===== src/rtl/fifo_pkg.sv =====
// fifo_pkg: shared definitions for the parametrised synchronous FIFO.
//   - read-mode constants FIFO_STD / FIFO_FWFT
//   - pointer / count / address width helpers
//   - parameter legality checks, evaluated at elaboration by param_sync_fifo
package fifo_pkg;

  localparam int FIFO_STD  = 0;
  localparam int FIFO_FWFT = 1;

  // Address bits needed to index DEPTH entries.
  function automatic int addr_w(input int depth);
    return $clog2(depth);
  endfunction

  // Pointers carry one extra wrap bit so full and empty can be told apart.
  function automatic int ptr_w(input int depth);
    return $clog2(depth) + 1;
  endfunction

  // Count must represent 0..DEPTH inclusive.
  function automatic int count_w(input int depth);
    return $clog2(depth) + 1;
  endfunction

  function automatic bit depth_ok(input int depth);
    return (depth >= 2) && ((depth & (depth - 1)) == 0);
  endfunction

  function automatic bit af_thresh_ok(input int thresh, input int depth);
    return (thresh >= 1) && (thresh <= depth);
  endfunction

  function automatic bit ae_thresh_ok(input int thresh, input int depth);
    return (thresh >= 0) && (thresh <= depth - 1);
  endfunction

endpackage


===== src/rtl/fifo_mem.sv =====
// fifo_mem: simple dual-port RAM, DEPTH x DATA_W.
//   clk      : clock, rising edge
//   rst_n    : async active-low reset (read register only, array is not reset)
//   wr_en    : write strobe, wr_data stored at wr_addr on the edge
//   rd_en    : load the read register from rd_addr on the edge
//   rd_data  : registered read data
// Standard mode strobes rd_en only on accepted reads; FWFT mode keeps rd_en
// high and steers rd_addr to the next head so the output tracks the head word.
module fifo_mem #(
  parameter int DATA_W = 8,
  parameter int DEPTH  = 16
) (
  input  logic                     clk,
  input  logic                     rst_n,
  input  logic                     wr_en,
  input  logic [$clog2(DEPTH)-1:0] wr_addr,
  input  logic [DATA_W-1:0]        wr_data,
  input  logic                     rd_en,
  input  logic [$clog2(DEPTH)-1:0] rd_addr,
  output logic [DATA_W-1:0]        rd_data
);

  logic [DATA_W-1:0] mem_q [DEPTH];
  logic [DATA_W-1:0] rd_data_q;

  always_ff @(posedge clk) begin
    if (wr_en) begin
      mem_q[wr_addr] <= wr_data;
    end
  end

  // Read-before-write on an address collision: the old word is returned.
  always_ff @(posedge clk or negedge rst_n) begin
    if (!rst_n) begin
      rd_data_q <= '0;
    end else if (rd_en) begin
      rd_data_q <= mem_q[rd_addr];
    end
  end

  assign rd_data = rd_data_q;

endmodule


===== src/rtl/param_sync_fifo.sv =====
// param_sync_fifo: single-clock FIFO with fill count, programmable
// almost-full/almost-empty, sticky overflow/underflow and selectable
// standard or first-word-fall-through read.
//   clk, rst_n        : clock, async active-low reset
//   data_in, w_en     : write data / request (ignored while full)
//   r_en              : read request (ignored while empty)
//   clr_err           : clear sticky errors (a same-cycle error wins)
//   data_out          : read data (FWFT: head word, invalid while empty)
//   full, empty       : occupancy flags
//   almost_full/empty : count >= AF_THRESH / count <= AE_THRESH
//   count             : occupancy 0..DEPTH
//   overflow/underflow: sticky error flags
module param_sync_fifo
  import fifo_pkg::*;
#(
  parameter int DATA_W    = 8,
  parameter int DEPTH     = 16,
  parameter int AF_THRESH = DEPTH - 2,
  parameter int AE_THRESH = 2,
  parameter int FWFT      = FIFO_STD
) (
  input  logic                     clk,
  input  logic                     rst_n,
  input  logic [DATA_W-1:0]        data_in,
  input  logic                     w_en,
  input  logic                     r_en,
  input  logic                     clr_err,
  output logic [DATA_W-1:0]        data_out,
  output logic                     full,
  output logic                     empty,
  output logic                     almost_full,
  output logic                     almost_empty,
  output logic [$clog2(DEPTH):0]   count,
  output logic                     overflow,
  output logic                     underflow
);

  localparam int AW = addr_w(DEPTH);
  localparam int PW = ptr_w(DEPTH);
  localparam int CW = count_w(DEPTH);

  if (!depth_ok(DEPTH)) begin : g_bad_depth
    $error("param_sync_fifo: DEPTH must be a power of two and at least 2");
  end
  if (!af_thresh_ok(AF_THRESH, DEPTH)) begin : g_bad_af
    $error("param_sync_fifo: AF_THRESH must lie in 1..DEPTH");
  end
  if (!ae_thresh_ok(AE_THRESH, DEPTH)) begin : g_bad_ae
    $error("param_sync_fifo: AE_THRESH must lie in 0..DEPTH-1");
  end

  logic [PW-1:0] wr_ptr_q, wr_ptr_d;
  logic [PW-1:0] rd_ptr_q, rd_ptr_d;
  logic [CW-1:0] count_q, count_d;
  logic          full_q, full_d;
  logic          empty_q, empty_d;
  logic          af_q, af_d;
  logic          ae_q, ae_d;
  logic          ovf_q, ovf_d;
  logic          udf_q, udf_d;
  logic          wr_acc, rd_acc;
  logic [CW-1:0] old_words;

  always_comb begin
    wr_acc   = w_en && !full_q;
    rd_acc   = r_en && !empty_q;
    wr_ptr_d = wr_ptr_q + PW'(wr_acc);
    rd_ptr_d = rd_ptr_q + PW'(rd_acc);

    count_d = count_q;
    case ({wr_acc, rd_acc})
      2'b10:   count_d = count_q + CW'(1);
      2'b01:   count_d = count_q - CW'(1);
      default: count_d = count_q;
    endcase

    // Words that were already in the RAM before this edge and survive it.
    old_words = count_q - CW'(rd_acc);

    full_d = (wr_ptr_d[AW-1:0] == rd_ptr_d[AW-1:0]) &&
             (wr_ptr_d[PW-1] != rd_ptr_d[PW-1]);

    // FWFT: a word written on this edge reaches data_out one edge later, so
    // the output is only valid when an older word is left at the head.
    if (FWFT == FIFO_FWFT) begin
      empty_d = (old_words == '0);
    end else begin
      empty_d = (wr_ptr_d == rd_ptr_d);
    end

    af_d = (count_d >= CW'(AF_THRESH));
    ae_d = (count_d <= CW'(AE_THRESH));

    ovf_d = ovf_q;
    if (clr_err) ovf_d = 1'b0;
    if (w_en && full_q) ovf_d = 1'b1;

    udf_d = udf_q;
    if (clr_err) udf_d = 1'b0;
    if (r_en && empty_q) udf_d = 1'b1;
  end

  always_ff @(posedge clk or negedge rst_n) begin
    if (!rst_n) begin
      wr_ptr_q <= '0;
      rd_ptr_q <= '0;
      count_q  <= '0;
      full_q   <= 1'b0;
      empty_q  <= 1'b1;
      af_q     <= 1'b0;
      ae_q     <= 1'b1;
      ovf_q    <= 1'b0;
      udf_q    <= 1'b0;
    end else begin
      wr_ptr_q <= wr_ptr_d;
      rd_ptr_q <= rd_ptr_d;
      count_q  <= count_d;
      full_q   <= full_d;
      empty_q  <= empty_d;
      af_q     <= af_d;
      ae_q     <= ae_d;
      ovf_q    <= ovf_d;
      udf_q    <= udf_d;
    end
  end

  logic          mem_rd_en;
  logic [AW-1:0] mem_rd_addr;

  // FWFT continuously prefetches the post-edge head; standard mode loads the
  // current head only when a read is accepted.
  assign mem_rd_en   = (FWFT == FIFO_FWFT) ? 1'b1 : rd_acc;
  assign mem_rd_addr = (FWFT == FIFO_FWFT) ? rd_ptr_d[AW-1:0] : rd_ptr_q[AW-1:0];

  fifo_mem #(
    .DATA_W (DATA_W),
    .DEPTH  (DEPTH)
  ) u_mem (
    .clk     (clk),
    .rst_n   (rst_n),
    .wr_en   (wr_acc),
    .wr_addr (wr_ptr_q[AW-1:0]),
    .wr_data (data_in),
    .rd_en   (mem_rd_en),
    .rd_addr (mem_rd_addr),
    .rd_data (data_out)
  );

  assign full         = full_q;
  assign empty        = empty_q;
  assign almost_full  = af_q;
  assign almost_empty = ae_q;
  assign count        = count_q;
  assign overflow     = ovf_q;
  assign underflow    = udf_q;

endmodule


===== config.mk =====
export PLATFORM = sky130hd
export DESIGN_NAME = param_sync_fifo
export DESIGN_NICKNAME = d
export VERILOG_FILES = /design/src/rtl/fifo_pkg.sv /design/src/rtl/fifo_mem.sv /design/src/rtl/param_sync_fifo.sv
export SDC_FILE = /design/constraint.sdc
export NUM_CORES = 1
export LEC_CHECK = 0
export BUFFER_PORTS_ARGS = -buffer_cell sky130_fd_sc_hd__buf_2
export CORE_UTILIZATION = 65
export DETAILED_ROUTE_END_ITERATION = 6
export PLACE_DENSITY_LB_ADDON = 0.15
export SYNTH_ARGS = -nofsm -noshare
export SYNTH_HDL_FRONTEND = slang
export SYNTH_HIERARCHICAL = 1
export SYNTH_SLANG_ARGS = --single-unit

===== constraint.sdc =====
create_clock -name clk -period 4.8 [get_ports clk]
set_input_delay 0.48 -clock clk [delete_from_list [all_inputs] [get_ports clk]]
set_output_delay 0.48 -clock clk [all_outputs]
set_load 0.005 [all_outputs]

==> run_summary.xml, run 1 <==
<?xml version="1.0" encoding="UTF-8"?>
<metrics>
  <group name="run_status">
    <metric name="status" unit="">complete, no violations</metric>
  </group>
  <group name="critical_path">
    <metric name="critical_path_peak_fanout" unit="">9</metric>
    <metric name="cp-start-kind" unit="">flip-flop</metric>
    <metric name="worst-setup-path-type" unit="">reg -&gt; reg</metric>
    <metric name="critical_path_arrival" unit="ps">2730</metric>
    <metric name="required" unit="ps">4930</metric>
    <metric name="worst_setup_path_end_kind" unit="">flip-flop</metric>
  </group>
  <group name="layout">
    <metric name="layout_overhead_on_the_synthesized_area" unit="%">12.7</metric>
    <metric name="finish.net_count" unit="">394</metric>
    <metric name="finalNonFillerCells" unit="">517</metric>
    <metric name="layout_commonest_cell" unit="">sky130_fd_sc_hd__edfxtp_1</metric>
    <metric name="layout-drive-gt1-share" unit="%">29.6</metric>
    <metric name="most-common-layout-cells" unit="">sky130_fd_sc_hd__edfxtp_1, sky130_fd_sc_hd__buf_2, sky130_fd_sc_hd__dfrtp_1, sky130_fd_sc_hd__mux4_2, sky130_fd_sc_hd__nor2_1</metric>
    <metric name="finish.instance_area" unit="µm²">7240</metric>
    <metric name="insertedDiodeCount" unit="">0</metric>
  </group>
  <group name="detailed_routing">
    <metric name="postRouteWirelength" unit="µm">12900</metric>
    <metric name="wl_per_cell" unit="µm">24.9</metric>
    <metric name="first_iter_violations" unit="">277</metric>
    <metric name="vias_per_cell" unit="">6.42</metric>
    <metric name="antenna_violating_nets_post_route" unit="">0</metric>
    <metric name="drtPass1Iterations" unit="">6</metric>
    <metric name="remaining_drc_errors" unit="">0</metric>
    <metric name="dr_total_vias" unit="">3317</metric>
  </group>
  <group name="synthesis">
    <metric name="postSynthCellCount" unit="">337</metric>
    <metric name="synth.net_count" unit="">356</metric>
    <metric name="yosys_most_used_dff" unit="">sky130_fd_sc_hd__edfxtp_1</metric>
    <metric name="synth-seq-area-share" unit="%">71.2</metric>
    <metric name="synth-edff-count" unit="">128</metric>
    <metric name="post_synth_num_cell_types" unit="">49</metric>
    <metric name="synth_seq_cells" unit="">157</metric>
    <metric name="async_flop_share" unit="%">18.5</metric>
    <metric name="synth_area" unit="µm²">6420</metric>
    <metric name="count_of_warnings_emitted_by_yosys" unit="">6</metric>
    <metric name="avgSynthCellArea" unit="µm²">19.1</metric>
  </group>
  <group name="placement">
    <metric name="post-place-ws" unit="ps">2120</metric>
    <metric name="routabilityCongestion" unit="">0.850</metric>
    <metric name="numPortBuffers" unit="">31</metric>
    <metric name="dp_hpwl" unit="µm">7640</metric>
    <metric name="placed_cells" unit="">485</metric>
    <metric name="postPlaceCellArea" unit="µm²">6630</metric>
  </group>
  <group name="hold_path">
    <metric name="hold_path_class" unit="">in -&gt; async</metric>
  </group>
  <group name="power_and_ir_drop">
    <metric name="power_density" unit="nW/µm²">645</metric>
    <metric name="vdd_ir_drop_max" unit="mV">0.371</metric>
    <metric name="power_leakage" unit="nW">2.55</metric>
  </group>
  <group name="sta">
    <metric name="slew_violations" unit="">0</metric>
    <metric name="clock.fmax" unit="MHz">384</metric>
    <metric name="final.period_utilization" unit="%">54.2</metric>
    <metric name="tightestPinTransition" unit="ps">1270</metric>
    <metric name="clock-skew-final" unit="ps">9.54</metric>
    <metric name="final.min_clock_period" unit="ps">2600</metric>
    <metric name="grt_setup_unrepaired" unit="">false</metric>
    <metric name="slew-limit-headroom" unit="%">14.6</metric>
    <metric name="final_critical_path_setup_slack" unit="ps">2200</metric>
    <metric name="hold_violations" unit="">0</metric>
    <metric name="final.setup.tns" unit="ps">0</metric>
    <metric name="setup_viol_count_final" unit="">0</metric>
  </group>
  <group name="global_routing">
    <metric name="grt_pass1_vias" unit="">3322</metric>
    <metric name="grt_max_degree" unit="">30</metric>
    <metric name="antenna_violations_before_repair" unit="">0</metric>
    <metric name="grt_overflow_total" unit="">0</metric>
    <metric name="wire_length_of_the_first_global_routing_pass" unit="µm">19600</metric>
    <metric name="grtUsageTotal" unit="%">28.0</metric>
  </group>
  <group name="floorplanning">
    <metric name="placementRows" unit="">35</metric>
    <metric name="chipHeight" unit="µm">101</metric>
    <metric name="fp.dieArea" unit="µm²">10300</metric>
    <metric name="ios" unit="">32</metric>
    <metric name="die_x" unit="µm">101</metric>
    <metric name="core" unit="µm²">9420</metric>
    <metric name="start_util" unit="%">68.2</metric>
  </group>
  <group name="clock_tree">
    <metric name="cts_sinks" unit="">157</metric>
    <metric name="clk_transition_reported_paths" unit="ps">70</metric>
    <metric name="post_cts_resized" unit="">0</metric>
    <metric name="cts.hold.buffers_added" unit="">0</metric>
    <metric name="number_of_buffers_on_the_longest_clock_path" unit="">2</metric>
    <metric name="cts_tree" unit="">yes</metric>
    <metric name="root_buffer" unit="">sky130_fd_sc_hd__clkbuf_8</metric>
    <metric name="cts_buffers" unit="">17</metric>
    <metric name="clock_insertion_delay_worst_skew" unit="ps">520</metric>
    <metric name="clock_tree.htree_level_count" unit="">4</metric>
    <metric name="post_cts_setup_buffer_count" unit="">0</metric>
  </group>
  <group name="run">
    <metric name="max_cap_violations" unit="">0</metric>
  </group>
</metrics>
-- flip-flops by register name (all words and copies together), names as in the netlist, 5 cells and up --
register / cells
u_mem/mem_q: 128
u_mem/rd_data: 8
wr_ptr_q: 5
rd_ptr_q: 5
count: 5
-- final timing paths --
kind	cells past startpoint	slack, ps	start	endpoint
worst max-delay path	4	2200	full	u_mem/mem_q[0][0]
worst min-delay path	1	20	rst_n	u_mem/rd_data[2]
worst max register to register	4	2200	full	u_mem/mem_q[0][0]
worst min register to register	2	510	wr_ptr_q[4]	wr_ptr_q[4]
max in group asynchronous	1	4310	rst_n	overflow
min in group clk	2	160	clr_err	underflow
-- kinds of logic after synthesis --
group           count (synthesis)  share of synthesized area (%)
buf+inv                        29                           3.00
simple gates                   57                           4.99
mux                            41                           13.0
flops                         157                           71.2
compound gates                 31                           4.48
fa+ha+maj                       6                           1.17
xor+xnor                       16                           2.18
-- cell type report --
| class | count | area (µm²) |
|---|---|---|
| Sequential cell | 157 | 4570 |
| Fill cell | 504 | 2180 |
| Multi-Input combinational cell | 151 | 1660 |
| Clock buffer | 18 | 428 |
| Timing Repair Buffer | 35 | 185 |
| Clock inverter | 14 | 181 |
| Tap cell | 129 | 161 |
| Inverter | 13 | 48.8 |
-- worst max-delay path, cell delays in order (launching register included) --
cell and delay, ps:
sky130_fd_sc_hd__dfrtp_1 410, sky130_fd_sc_hd__nand2b_4 180, sky130_fd_sc_hd__inv_2 130, sky130_fd_sc_hd__or3b_2 510
sky130_fd_sc_hd__nor3_1 980
-- metal layers --
| metal | routed length, µm | GRT usage, % | vias up | part of all wire (%) |
|---|---|---|---|---|
| li1 | - | - | 1422 | - |
| met3 | 946 | 7.32 | 25 | 7.4 |
| met2 | 6630 | 46.4 | 167 | 52 |
| met5 | 0 | 0 | - | 0 |
| met4 | 255 | 9.70 | 0 | 2.0 |
| met1 | 5020 | 36.8 | 1703 | 39 |
-- cell usage after synthesis (all sizes together), types with 4 or more instances --
library cell    n  share of area [%]
nor3            6               0.55
edfxtp        128                 60
nand3           5               0.39
inv            13               0.76
nor2           21                1.2
o22ai           9               0.97
nand2           4               0.23
mux2i           9                1.4
nand2b          7               0.92
ha              6                1.2
xnor2           8                1.1
buf            15                2.2
a221oi          9                2.1
mux4           32                 12
xor2            8                1.1
dfrtp          27                 11
-- power by group --
part / switching [W] / internal [W] / total (W)
clock network: 0.000539 / 0.000817 / 0.00136
registers: 0.000229 / 0.00173 / 0.00195
logic: 0.000714 / 0.000647 / 0.00136
-- stage by stage --
| stage | total power (W) | util, % | hold slack, ps |
|---|---|---|---|
| after floorplan | 0.00300 | - | 184 |
| after global placement | 0.00327 | 70.4 | 493 |
| after detailed placement | 0.00331 | 70.4 | 500 |
| after CTS | 0.00469 | 76.9 | 58.9 |
| after global routing | 0.00488 | 76.9 | 64.2 |
| final | 0.00467 | 76.9 | 21.8 |
Power figures use the tool's default switching activity.
==> run 2: changes to the inputs <==
--- a/config.mk
+++ b/config.mk
@@ -6,7 +6,7 @@
 export NUM_CORES = 1
 export LEC_CHECK = 0
 export BUFFER_PORTS_ARGS = -buffer_cell sky130_fd_sc_hd__buf_2
-export CORE_UTILIZATION = 65
+export CORE_UTILIZATION = 61
 export DETAILED_ROUTE_END_ITERATION = 6
 export PLACE_DENSITY_LB_ADDON = 0.15
 export SYNTH_ARGS = -nofsm -noshare
==> constraint.sdc (replaced) <==
create_clock -name clk -period 2.65 [get_ports clk]
set_input_delay 0.265 -clock clk [delete_from_list [all_inputs] [get_ports clk]]
set_output_delay 0.265 -clock clk [all_outputs]
set_load 0.005 [all_outputs]
==> run 2 against run 1 <==
Against the previous run: die area is 6.4% higher; critical path type unchanged; largest cell class unchanged; hold slack improved by 110 ps; global-route usage down 4.3 points.
==> run_summary.xml, run 2 (synthesis gave the netlist of run 1 again) <==
<?xml version="1.0" encoding="UTF-8"?>
<metrics>
  <group name="global_routing">
    <metric name="grt_max_degree" unit="">30</metric>
    <metric name="wire_length_of_the_first_global_routing_pass" unit="µm">18400</metric>
    <metric name="grtUsageTotal" unit="%">23.8</metric>
    <metric name="grt_pass1_vias" unit="">3345</metric>
    <metric name="antenna_violations_before_repair" unit="">0</metric>
    <metric name="grt_overflow_total" unit="">0</metric>
  </group>
  <group name="run">
    <metric name="max_cap_violations" unit="">0</metric>
  </group>
  <group name="layout">
    <metric name="finish.net_count" unit="">414</metric>
    <metric name="largest-register" unit="">u_mem/mem_q</metric>
    <metric name="register_area" unit="µm²">4570</metric>
    <metric name="layout_commonest_cell" unit="">sky130_fd_sc_hd__edfxtp_1</metric>
    <metric name="layout_overhead_on_the_synthesized_area" unit="%">14.9</metric>
    <metric name="n_fill_cell" unit="">630</metric>
    <metric name="insertedDiodeCount" unit="">0</metric>
    <metric name="max_reg_flops" unit="">128</metric>
    <metric name="most-common-layout-cells" unit="">sky130_fd_sc_hd__edfxtp_1, sky130_fd_sc_hd__buf_2, sky130_fd_sc_hd__dfrtp_1, sky130_fd_sc_hd__mux4_2, sky130_fd_sc_hd__nor2_1</metric>
    <metric name="layout-drive-gt1-share" unit="%">31.4</metric>
    <metric name="multi_input_gate_area_in_the_final_layout" unit="µm²">1660</metric>
  </group>
  <group name="floorplanning">
    <metric name="die_x" unit="µm">105</metric>
    <metric name="ios" unit="">32</metric>
    <metric name="placementRows" unit="">37</metric>
    <metric name="core" unit="µm²">10300</metric>
    <metric name="chipHeight" unit="µm">105</metric>
    <metric name="fp.dieArea" unit="µm²">10900</metric>
    <metric name="start_util" unit="%">62.5</metric>
  </group>
  <group name="sta">
    <metric name="clock.fmax" unit="MHz">419</metric>
    <metric name="clock-skew-final" unit="ps">6.38</metric>
    <metric name="final.period_utilization" unit="%">90.1</metric>
    <metric name="grt_setup_unrepaired" unit="">false</metric>
    <metric name="tightestPinTransition" unit="ps">677</metric>
    <metric name="setup_viol_count_final" unit="">0</metric>
    <metric name="slew_violations" unit="">0</metric>
    <metric name="final.setup.tns" unit="ps">0</metric>
    <metric name="hold_ws" unit="ps">130</metric>
    <metric name="final.min_clock_period" unit="ps">2390</metric>
    <metric name="hold_violations" unit="">0</metric>
    <metric name="slew-limit-headroom" unit="%">54.9</metric>
  </group>
  <group name="power_and_ir_drop">
    <metric name="power_leakage" unit="nW">2.63</metric>
    <metric name="vdd_ir_drop_max" unit="mV">0.743</metric>
    <metric name="power_density" unit="nW/µm²">1130</metric>
  </group>
  <group name="clock_tree">
    <metric name="clk_transition_reported_paths" unit="ps">60</metric>
    <metric name="cts_buffers" unit="">17</metric>
    <metric name="cts_sinks" unit="">157</metric>
    <metric name="root_buffer" unit="">sky130_fd_sc_hd__clkbuf_8</metric>
    <metric name="clock_insertion_delay_worst_skew" unit="ps">520</metric>
    <metric name="cts_tree" unit="">yes</metric>
    <metric name="number_of_buffers_on_the_longest_clock_path" unit="">2</metric>
    <metric name="clock_tree.htree_level_count" unit="">4</metric>
    <metric name="post_cts_resized" unit="">0</metric>
  </group>
  <group name="detailed_routing">
    <metric name="postRouteWirelength" unit="µm">11600</metric>
    <metric name="antenna_violating_nets_post_route" unit="">0</metric>
    <metric name="dr_total_vias" unit="">3204</metric>
    <metric name="first_iter_violations" unit="">277</metric>
    <metric name="vias_per_cell" unit="">5.89</metric>
    <metric name="drtPass1Iterations" unit="">4</metric>
    <metric name="wl_per_cell" unit="µm">21.4</metric>
    <metric name="remaining_drc_errors" unit="">0</metric>
  </group>
  <group name="critical_path">
    <metric name="worst_setup_path_end_kind" unit="">flip-flop</metric>
    <metric name="critical_path_arrival" unit="ps">2780</metric>
    <metric name="worst-setup-path-type" unit="">reg -&gt; reg</metric>
    <metric name="required" unit="ps">3040</metric>
    <metric name="critical_path_peak_fanout" unit="">6</metric>
    <metric name="cp-start-kind" unit="">flip-flop</metric>
  </group>
  <group name="placement">
    <metric name="dp_hpwl" unit="µm">7240</metric>
    <metric name="numPortBuffers" unit="">31</metric>
    <metric name="routabilityCongestion" unit="">0.794</metric>
  </group>
  <group name="hold_path">
    <metric name="hold_path_class" unit="">in -&gt; reg</metric>
  </group>
  <group name="run_status">
    <metric name="status" unit="">complete, no violations</metric>
  </group>
</metrics>
run 2: cell types whose count changed in the layout (fill, tap and decap cells not counted):
cell                            change
sky130_fd_sc_hd__nor3_1             +1
sky130_fd_sc_hd__nor3_2             -1
sky130_fd_sc_hd__inv_8              -1
sky130_fd_sc_hd__inv_6              -4
sky130_fd_sc_hd__clkinv_2           +3
sky130_fd_sc_hd__dlygate4sd3_1      +4
sky130_fd_sc_hd__clkinvlp_4         +2
sky130_fd_sc_hd__clkinv_4           -2
sky130_fd_sc_hd__clkinv_1           -1
sky130_fd_sc_hd__clkbuf_1           +3
sky130_fd_sc_hd__buf_4             +16
run 2: layer usage:
| layer | track usage [%] | wire length, µm |
|---|---|---|
| met1 | 31.6 | 4800 |
| met2 | 38.4 | 5900 |
| met3 | 6.67 | 741 |
| met4 | 8.15 | 178 |
| met5 | 0 | 0 |
run 2: repair_timing:
| action | 4_1_cts | 5_1_grt |
|---|---|---|
| endpoints found under the setup margin | 0 | 0 |
| buffers inserted | 0 | 0 |
| hold buffers | 4 | 0 |
| endpoints found under the hold margin | 29 | 0 |
run 2: area by class of cell:
| cell class | count | share of cell area (%) |
|---|---|---|
| clock inverter | 11 | 1.95 |
| tap | 136 | 2.31 |
| multi-input combinational | 151 | 22.5 |
| sequential | 157 | 62.0 |
| timing repair buffer | 55 | 4.68 |
| inverter | 13 | 0.662 |
| clock buffer | 21 | 5.95 |
run 2: worst max-delay path, cell delays in order (launching register included):
cell,delay [ps]
sky130_fd_sc_hd__dfstp_2,540
sky130_fd_sc_hd__nand2b_4,150
sky130_fd_sc_hd__inv_2,70
sky130_fd_sc_hd__nand2_1,70
sky130_fd_sc_hd__xnor2_1,120
sky130_fd_sc_hd__ha_1,260
sky130_fd_sc_hd__nor3b_1,260
sky130_fd_sc_hd__a31oi_1,150
sky130_fd_sc_hd__a221oi_2,310
sky130_fd_sc_hd__xnor2_1,200
sky130_fd_sc_hd__o31ai_1,120
run 2: through the flow:
stage | util (%) | worst slack, ps | total power [W] | instances | instance area, µm²
after floorplan | - | 507 | 0.00544 | 337 | 6420
after global placement | 65.7 | 452 | 0.00597 | 508 | 6750
after detailed placement | 65.7 | 254 | 0.00605 | 508 | 6750
after CTS | 71.8 | 252 | 0.00843 | 544 | 7380
after global routing | 71.8 | 101 | 0.00877 | 544 | 7380
final | 71.8 | 264 | 0.00835 | 544 | 7380
run 2: final timing paths:
check	from	endpoint	slack, ps	depth (start not counted)
max reg2reg	empty	almost_full	260	10
min	data_in[0]	u_mem/mem_q[11][0]	130	1
min reg2reg	wr_ptr_q[4]	wr_ptr_q[4]	510	2
min in group asynchronous	rst_n	overflow	320	2
max in group asynchronous	rst_n	u_mem/rd_data[3]	1890	2
max	empty	almost_full	260	10
run 2: power by group:
group          switching [W]  internal, W  total (W)
clock               0.000888      0.00145    0.00234
combinational        0.00134      0.00123    0.00257
sequential          0.000312      0.00312    0.00343
total                0.00254      0.00581    0.00835
